===== config.mk =====
export PLATFORM = sky130hd
export DESIGN_NAME = lives_controller
export DESIGN_NICKNAME = d
export VERILOG_FILES = /design/src/rtl/lives_controller.sv
export SDC_FILE = /design/constraint.sdc
export NUM_CORES = 1
export LEC_CHECK = 0
export CAP_MARGIN = 5
export CORE_ASPECT_RATIO = 0.6
export CORE_UTILIZATION = 60
export CTS_BUF_LIST = sky130_fd_sc_hd__clkbuf_8 sky130_fd_sc_hd__clkbuf_16
export DETAILED_ROUTE_END_ITERATION = 6
export PLACE_DENSITY_LB_ADDON = 0.3
export SLEW_MARGIN = 30
export SYNTH_ARGS = -nofsm -noshare
export SYNTH_HDL_FRONTEND = slang
export SYNTH_SLANG_ARGS = --single-unit

===== constraint.sdc =====
create_clock -name clk -period 7 [get_ports clk]
set_clock_uncertainty 0.1 [all_clocks]
set_input_delay 0.7 -clock clk [delete_from_list [all_inputs] [get_ports clk]]
set_output_delay 0.7 -clock clk [all_outputs]
set_load 0.01 [all_outputs]

===== src/rtl/lives_controller.sv =====
`default_nettype none
// ============================================================================
//  Module      : lives_controller
//  Description : Two-player lives bookkeeping with per-player invulnerability
//                cooldown and the match state machine (idle/play/over) with
//                winner reporting. Every output is driven from a flop.
//  Revision    : 1.0 - initial release
// ============================================================================
module lives_controller #(
    parameter int START_LIVES = 3,
    parameter int COOLDOWN    = 25_000_000,
    parameter int CD_W        = 25
) (
    input  logic       clk,
    input  logic       rst_n,
    input  logic       start,
    input  logic       hit1,
    input  logic       hit2,
    output logic [1:0] lives1,
    output logic [1:0] lives2,
    output logic       playing,
    output logic       game_over,
    output logic [1:0] winner,
    output logic       invuln1,
    output logic       invuln2
);

    localparam logic [1:0]      C_START = 2'(START_LIVES);
    localparam logic [CD_W-1:0] C_COOL  = CD_W'(COOLDOWN);
    localparam logic [CD_W-1:0] C_ONE   = CD_W'(1);

    typedef enum logic [1:0] {
        ST_IDLE = 2'd0,
        ST_PLAY = 2'd1,
        ST_OVER = 2'd2
    } state_t;

    state_t          state_q,   state_d;
    logic [1:0]      lives1_q,  lives1_d;
    logic [1:0]      lives2_q,  lives2_d;
    logic [CD_W-1:0] cd1_q,     cd1_d;
    logic [CD_W-1:0] cd2_q,     cd2_d;
    logic [1:0]      winner_q,  winner_d;
    logic            playing_q, playing_d;
    logic            over_q,    over_d;
    logic            inv1_q,    inv1_d;
    logic            inv2_q,    inv2_d;

    // A hit counts only while that player is vulnerable and still alive.
    logic hit1_ok;
    logic hit2_ok;
    assign hit1_ok = hit1 && (cd1_q == '0) && (lives1_q != 2'd0);
    assign hit2_ok = hit2 && (cd2_q == '0) && (lives2_q != 2'd0);

    // State, lives, cooldown and registered status outputs.
    always_ff @(posedge clk or negedge rst_n) begin
        if (!rst_n) begin
            state_q   <= ST_IDLE;
            lives1_q  <= C_START;
            lives2_q  <= C_START;
            cd1_q     <= '0;
            cd2_q     <= '0;
            winner_q  <= 2'b00;
            playing_q <= 1'b0;
            over_q    <= 1'b0;
            inv1_q    <= 1'b0;
            inv2_q    <= 1'b0;
        end else begin
            state_q   <= state_d;
            lives1_q  <= lives1_d;
            lives2_q  <= lives2_d;
            cd1_q     <= cd1_d;
            cd2_q     <= cd2_d;
            winner_q  <= winner_d;
            playing_q <= playing_d;
            over_q    <= over_d;
            inv1_q    <= inv1_d;
            inv2_q    <= inv2_d;
        end
    end

    // Next-state logic: cooldowns free-run down, hits only matter in PLAY,
    // and the end-of-match decision looks at the post-hit lives values.
    always_comb begin
        state_d  = state_q;
        lives1_d = lives1_q;
        lives2_d = lives2_q;
        winner_d = winner_q;
        cd1_d    = (cd1_q != '0) ? (cd1_q - C_ONE) : cd1_q;
        cd2_d    = (cd2_q != '0) ? (cd2_q - C_ONE) : cd2_q;

        unique case (state_q)
            ST_IDLE, ST_OVER: begin
                if (start) begin
                    state_d  = ST_PLAY;
                    lives1_d = C_START;
                    lives2_d = C_START;
                    cd1_d    = '0;
                    cd2_d    = '0;
                    winner_d = 2'b00;
                end
            end
            ST_PLAY: begin
                if (hit1_ok) begin
                    lives1_d = lives1_q - 2'd1;
                    cd1_d    = C_COOL;
                end
                if (hit2_ok) begin
                    lives2_d = lives2_q - 2'd1;
                    cd2_d    = C_COOL;
                end
                if ((lives1_d == 2'd0) || (lives2_d == 2'd0)) begin
                    state_d  = ST_OVER;
                    // Bit 1: player 2 won (player 1 out); bit 0: the reverse.
                    winner_d = {lives1_d == 2'd0, lives2_d == 2'd0};
                end
            end
            default: begin
                state_d = ST_IDLE;
            end
        endcase

        playing_d = (state_d == ST_PLAY);
        over_d    = (state_d == ST_OVER);
        inv1_d    = (cd1_d != '0);
        inv2_d    = (cd2_d != '0);
    end

    assign lives1    = lives1_q;
    assign lives2    = lives2_q;
    assign playing   = playing_q;
    assign game_over = over_q;
    assign winner    = winner_q;
    assign invuln1   = inv1_q;
    assign invuln2   = inv2_q;

endmodule
`default_nettype wire


# After elaboration in Yosys (flattened, before gate mapping)
# Index checks and enable logic that the tools add are counted.
classes:
  reduce_logical: 20
  n_mux: 21
  eq_ne: 6
  n_addsub: 4
op_table:
  columns: ["operator", "n"]
  rows:
  - ["25-bit two-way mux", 6]
  - ["25-bit one-hot mux with 2 select lines", 2]
  - ["25-bit nonzero test", 4]
  - ["25-bit logical NOT", 2]
  - ["25-bit by 1-bit subtractor with 25-bit output (second input constant)", 2]
  - ["2-bit two-way mux", 9]
  - ["2-bit one-hot mux with 2 select lines", 4]
  - ["2-bit logical NOT", 3]
  - ["2-bit nonzero test", 3]
  - ["2-bit by 1-bit == test with 1-bit output (second input constant)", 2]
  - ["2-bit == test (second input constant)", 2]
  - ["1-bit logical AND", 4]
  - ["2-bit != test (second input constant)", 2]
  - ["2-bit by 1-bit subtractor with 2-bit output (second input constant)", 2]
  - ["3-bit AND reduction", 1]
  - ["2-bit AND reduction", 1]
  - ["2-bit OR reduction", 1]
  - ["1-bit logical OR", 1]
totals:
  ff_bits: 62
  output_inout_bits: 10
  elab_cells: 61
  inputBits: 5

# Depth between registers and ports, before layout
depth:
  word_depth: 10
  ltp_mapped: 11
  ltp_nobuf: 10

# Worst setup path before layout
# No wires, ideal clock.
synth_timing:
  path_kind: "reg-to-reg"
  from: "reg cd1_q[0]"
  to: "reg inv1_q (netlist: invuln1)"
  period_less_slack_ps: 3419
  path_stages_with_launch: 12
  arrival_ps: 3180
  path_buffers: 1
  required_time_ps: 6762
  path_slack_ps: 3581
  setup_ps: 138
  cell_sequence: "dfrtp_1 > inv_1 > ha_1 > or4b_1 > clkbuf_1 > or4_1 > o21ai_0 > a31oi_1 > a21oi_1 > or4b_1 > nor4_1 > or4b_1"
synth_between:
  elab_chain_len: 6
  word_cells_on_any_way: 10
synth_rtl:
  columns: ["item", "line_no", "text"]
  rows:
  - ["start, declared", "41", "logic [CD_W-1:0] cd1_q, cd1_d;"]
  - ["start signal, assigned", "61", "cd1_q <= '0;"]
  - ["start signal, assigned", "72", "cd1_q <= cd1_d;"]
  - ["branches (longest 4 deep; another with 25-bit by 1-bit subtractor with 25-bit output)", null, null]
  - ["25-bit one-hot mux with 2 select lines (*)", "92", "unique case (state_q)"]
  - ["named net cd1_d[14]", "41", null]
  - ["25-bit nonzero test (*)", "125", "inv1_d = (cd1_d != '0);"]
  - ["named net inv1_d", "46", "logic inv1_q, inv1_d;"]
  - ["end signal, assigned", "77", "inv1_q <= inv1_d;"]
  - ["end, declared", "46", null]
# Mark *: on every way through the listed nets, which the timed path passes.
# A chain may end at the register's enable or synchronous reset.

# Final worst setup path
layout_timing:
  from: "reg cd1_q[8]"
  to: "reg inv1_q (netlist: invuln1)"
layout_between:
  elab_chain_len: 6
  word_cells_on_any_way: 10
layout_rtl:
  columns: ["item", "line_no", "text"]
  rows:
  - ["25-bit logical NOT", "52", "assign hit1_ok = hit1 && (cd1_q == '0) && (lives1_q != 2'd0);"]
  - ["1-bit logical AND (2 in series)", "52", null]
  - ["25-bit two-way mux", "104", "if (hit1_ok) begin"]
  - ["25-bit one-hot mux with 2 select lines (*)", "92", null]
  - ["named net cd1_d[5]", "41", null]
  - ["25-bit nonzero test (*)", "125", null]
  - ["named net inv1_d", "46", null]
# The timed path passes the listed nets; every way through them passes the cells marked *.

==> run metrics <==
crit path max fanout=10; Via-to-Cell Ratio=between 6 and 7; vias=~3300; Post-Syn Area=0.00354 mm²; Clock Power Share=0.199; initial antenna violation count=0; Clock Tree Buf Depth=2; Worst setup EP type=register; WP data required=approximately 7.1 ns; Slew @ Worst Pin=~0.94 ns; r2r setup slk=between 3 and 4 ns; number of max-cap violations=0; post-cts resize count=0; library cells used by synthesis=51; number of global-route vias before repair=about 2800; width of the die=slightly above 100 µm; unrepaired setup endpoints after global routing=false; final slew viol count=0; Pleak=0.00169 µW; DRT antenna net count=0; Synth top cells by count=dfrtp_1, nor2_1, nand2_1; Post-synth ARST share=1.00; die area=about 0.0062 mm²; count leader, synth=dfrtp_1; internal cell power=1040 µW; # diodes=0; GP Congestion=between 0.9 and 1; CTS clk-pin slew, worst paths=about 0.070 ns; CTS tree=yes; fin util=0.704; grt ovf=0; CP Data Arrival Time=roughly 4 ns; IO buf count=14; Die Y-Extent=61.5 µm; power share of the combinational group=0.451; sequential fraction of design power=0.350; synth top area cells=dfrtp_1, nor2_1, a21oi_1; Detail Placement HPWL=6.64 mm; Avg Synthesized Cell Area=9.07 µm²; drt first pass iters=5; Yosys reg bits=62; EDFF count, synth=0; Final Cycle Share=0.561; post-CTS setup buffer count=0; Clock Sinks=62; Synth warnings=0; Net Switching=~830 µW; Post-Route WL=9.27 mm; # DRC=0; Crit Path Class=reg2reg; VDD IR max=0.000192 V; sequential cell area fraction in the yosys report=0.439; sw frac=0.444; NumNets Final=just over 400; GRT Total Usage=0.327; CTS H-Tree Depth=3; setup TNS=0 ns; first-pass GRT wire length=roughly 15 mm; Area Overhead vs Synth=11.6%; Final Hold Fails=0; ys flop type=dfrtp_1; # hold bufs at CTS=0; Setup crit start kind=register; DRT iter0 DRCs=approximately 330; Num CTS Buffers=9; run status=completed; maximum clock frequency=about 250 MHz; final setup vio count=0; Min-Delay Path Class=in2async; net count after synthesis=around 400; largest area contributor in the netlist=dfrtp_1; power per cell area=471 mW/mm²; area share of the largest cell type after synthesis=0.409; Placement Rows=21; cells after synthesis=roughly 390; Initial Utilization=0.630; num ports=15; CORE AREA=0.00562 mm²; wire length per cell=between 15 and 20 µm; largest net degree at the start of global routing=63; post-layout min period=just under 4 ns; Slew HR=0.371; Worst-Skew Late Latency=~0.35 ns; layout cells sized above 1=0.0833; clock root cell=clkbuf_8
-- power groups by stage --
stage | combinational (µW) | clock [µW] | sequential, µW
2_1_floorplan | 616 | 0 | 611
3_3_place_gp | 794 | 0 | 645
3_5_place_dp | 804 | 0 | 652
4_1_cts | 814 | 371 | 647
5_1_grt | 922 | 390 | 674
6_report | 841 | 370 | 653
-- critical path, cell delays in order, from the launching register on --
cell,delay [ns]
dfrtp_1,0.41
or4_4,0.61
nor4_2,0.55
nand3_1,0.35
nand2_1,0.41
nor2_1,0.11
or4b_1,0.48
nor4_1,0.32
or4b_1,0.46
-- cell type report --
class / count / area [µm²]
Clock buffer: 10 / 138
Clock inverter: 6 / 92.6
Fill cell: 426 / 1670
Inverter: 10 / 37.5
Multi-Input combinational cell: 304 / 1880
Sequential cell: 62 / 1560
Tap cell: 80 / 100
Timing Repair Buffer: 16 / 150
-- flip-flops by register name (all words and copies together), names as in the netlist --
name and count:
invuln2 1, state_q 2, cd2_q 25, lives1 2
invuln1 1, lives2 2, winner 2, game_over 1
playing 1, cd1_q 25
-- cells by family (layout without fill, tap and decap cells) --
kind of cell,after synthesis,count (layout),share of synthesized area
AOI/OAI and AO/OA,80,80,0.143
xor gates and xnor gates,27,27,0.0667
adders and majority gates,6,6,0.0212
buffers and inverters,25,42,0.0307
DFF,62,62,0.439
muxes,3,3,0.00847
and+or+nand+nor,188,188,0.291
-- metrics by stage --
step	worst slack (ns)	std cells	instance area [µm²]	power (µW)	hold slack, ns
after floorplan	3.58	391	3540	1230	0.304
after global placement	3.32	472	3730	1440	0.390
after detailed placement	3.17	472	3730	1460	0.416
after CTS	3.19	488	3960	1830	0.425
after global routing	2.96	488	3960	1990	0.447
final	3.08	488	3960	1860	0.398
-- cell usage in the layout (no fill, tap or decap), types with 3 or more instances in the layout --
cell and n:
a22o_1 3, o22ai_1 3, a311oi_1 4, a211oi_1 4, nor2_1 46, xor2_1 12, or4_1 11, dfstp_2 4
ha_1 6, nand3_1 8, clkdlybuf4s50_1 13, clkbuf_8 10, nor3b_1 4, nand2_1 28, a31oi_1 4, nand4_1 8
and3_1 6, inv_1 10, o21ai_0 18, mux2i_1 3, or3_1 15, or4b_1 3, a21oi_1 27, xnor2_1 15
dfrtp_1 58, and2_1 4, o21a_1 4, nor4_1 17, nor3_1 20
-- worst paths after layout --
kind,startpoint,cells past startpoint,endpoint
min reg2reg,winner[0]$_DFFE_PN0P_,2,winner[0]$_DFFE_PN0P_
max in group asynchronous,rst_n,2,cd2_q[23]$_DFF_PN0_
max reg2reg,cd1_q[8]$_DFF_PN0_,8,invuln1$_DFF_PN0_
min in group clk,winner[0]$_DFFE_PN0P_,2,winner[0]$_DFFE_PN0P_
min,rst_n,2,cd1_q[0]$_DFF_PN0_
max,cd1_q[8]$_DFF_PN0_,8,invuln1$_DFF_PN0_
-- metal layers --
metal	track usage	wire, µm
met5	0.0462	0
met4	0.0973	112
met3	0.116	1170
met2	0.415	3570
met1	0.500	4420
No activity file was read; power rests on OpenSTA's default activity.
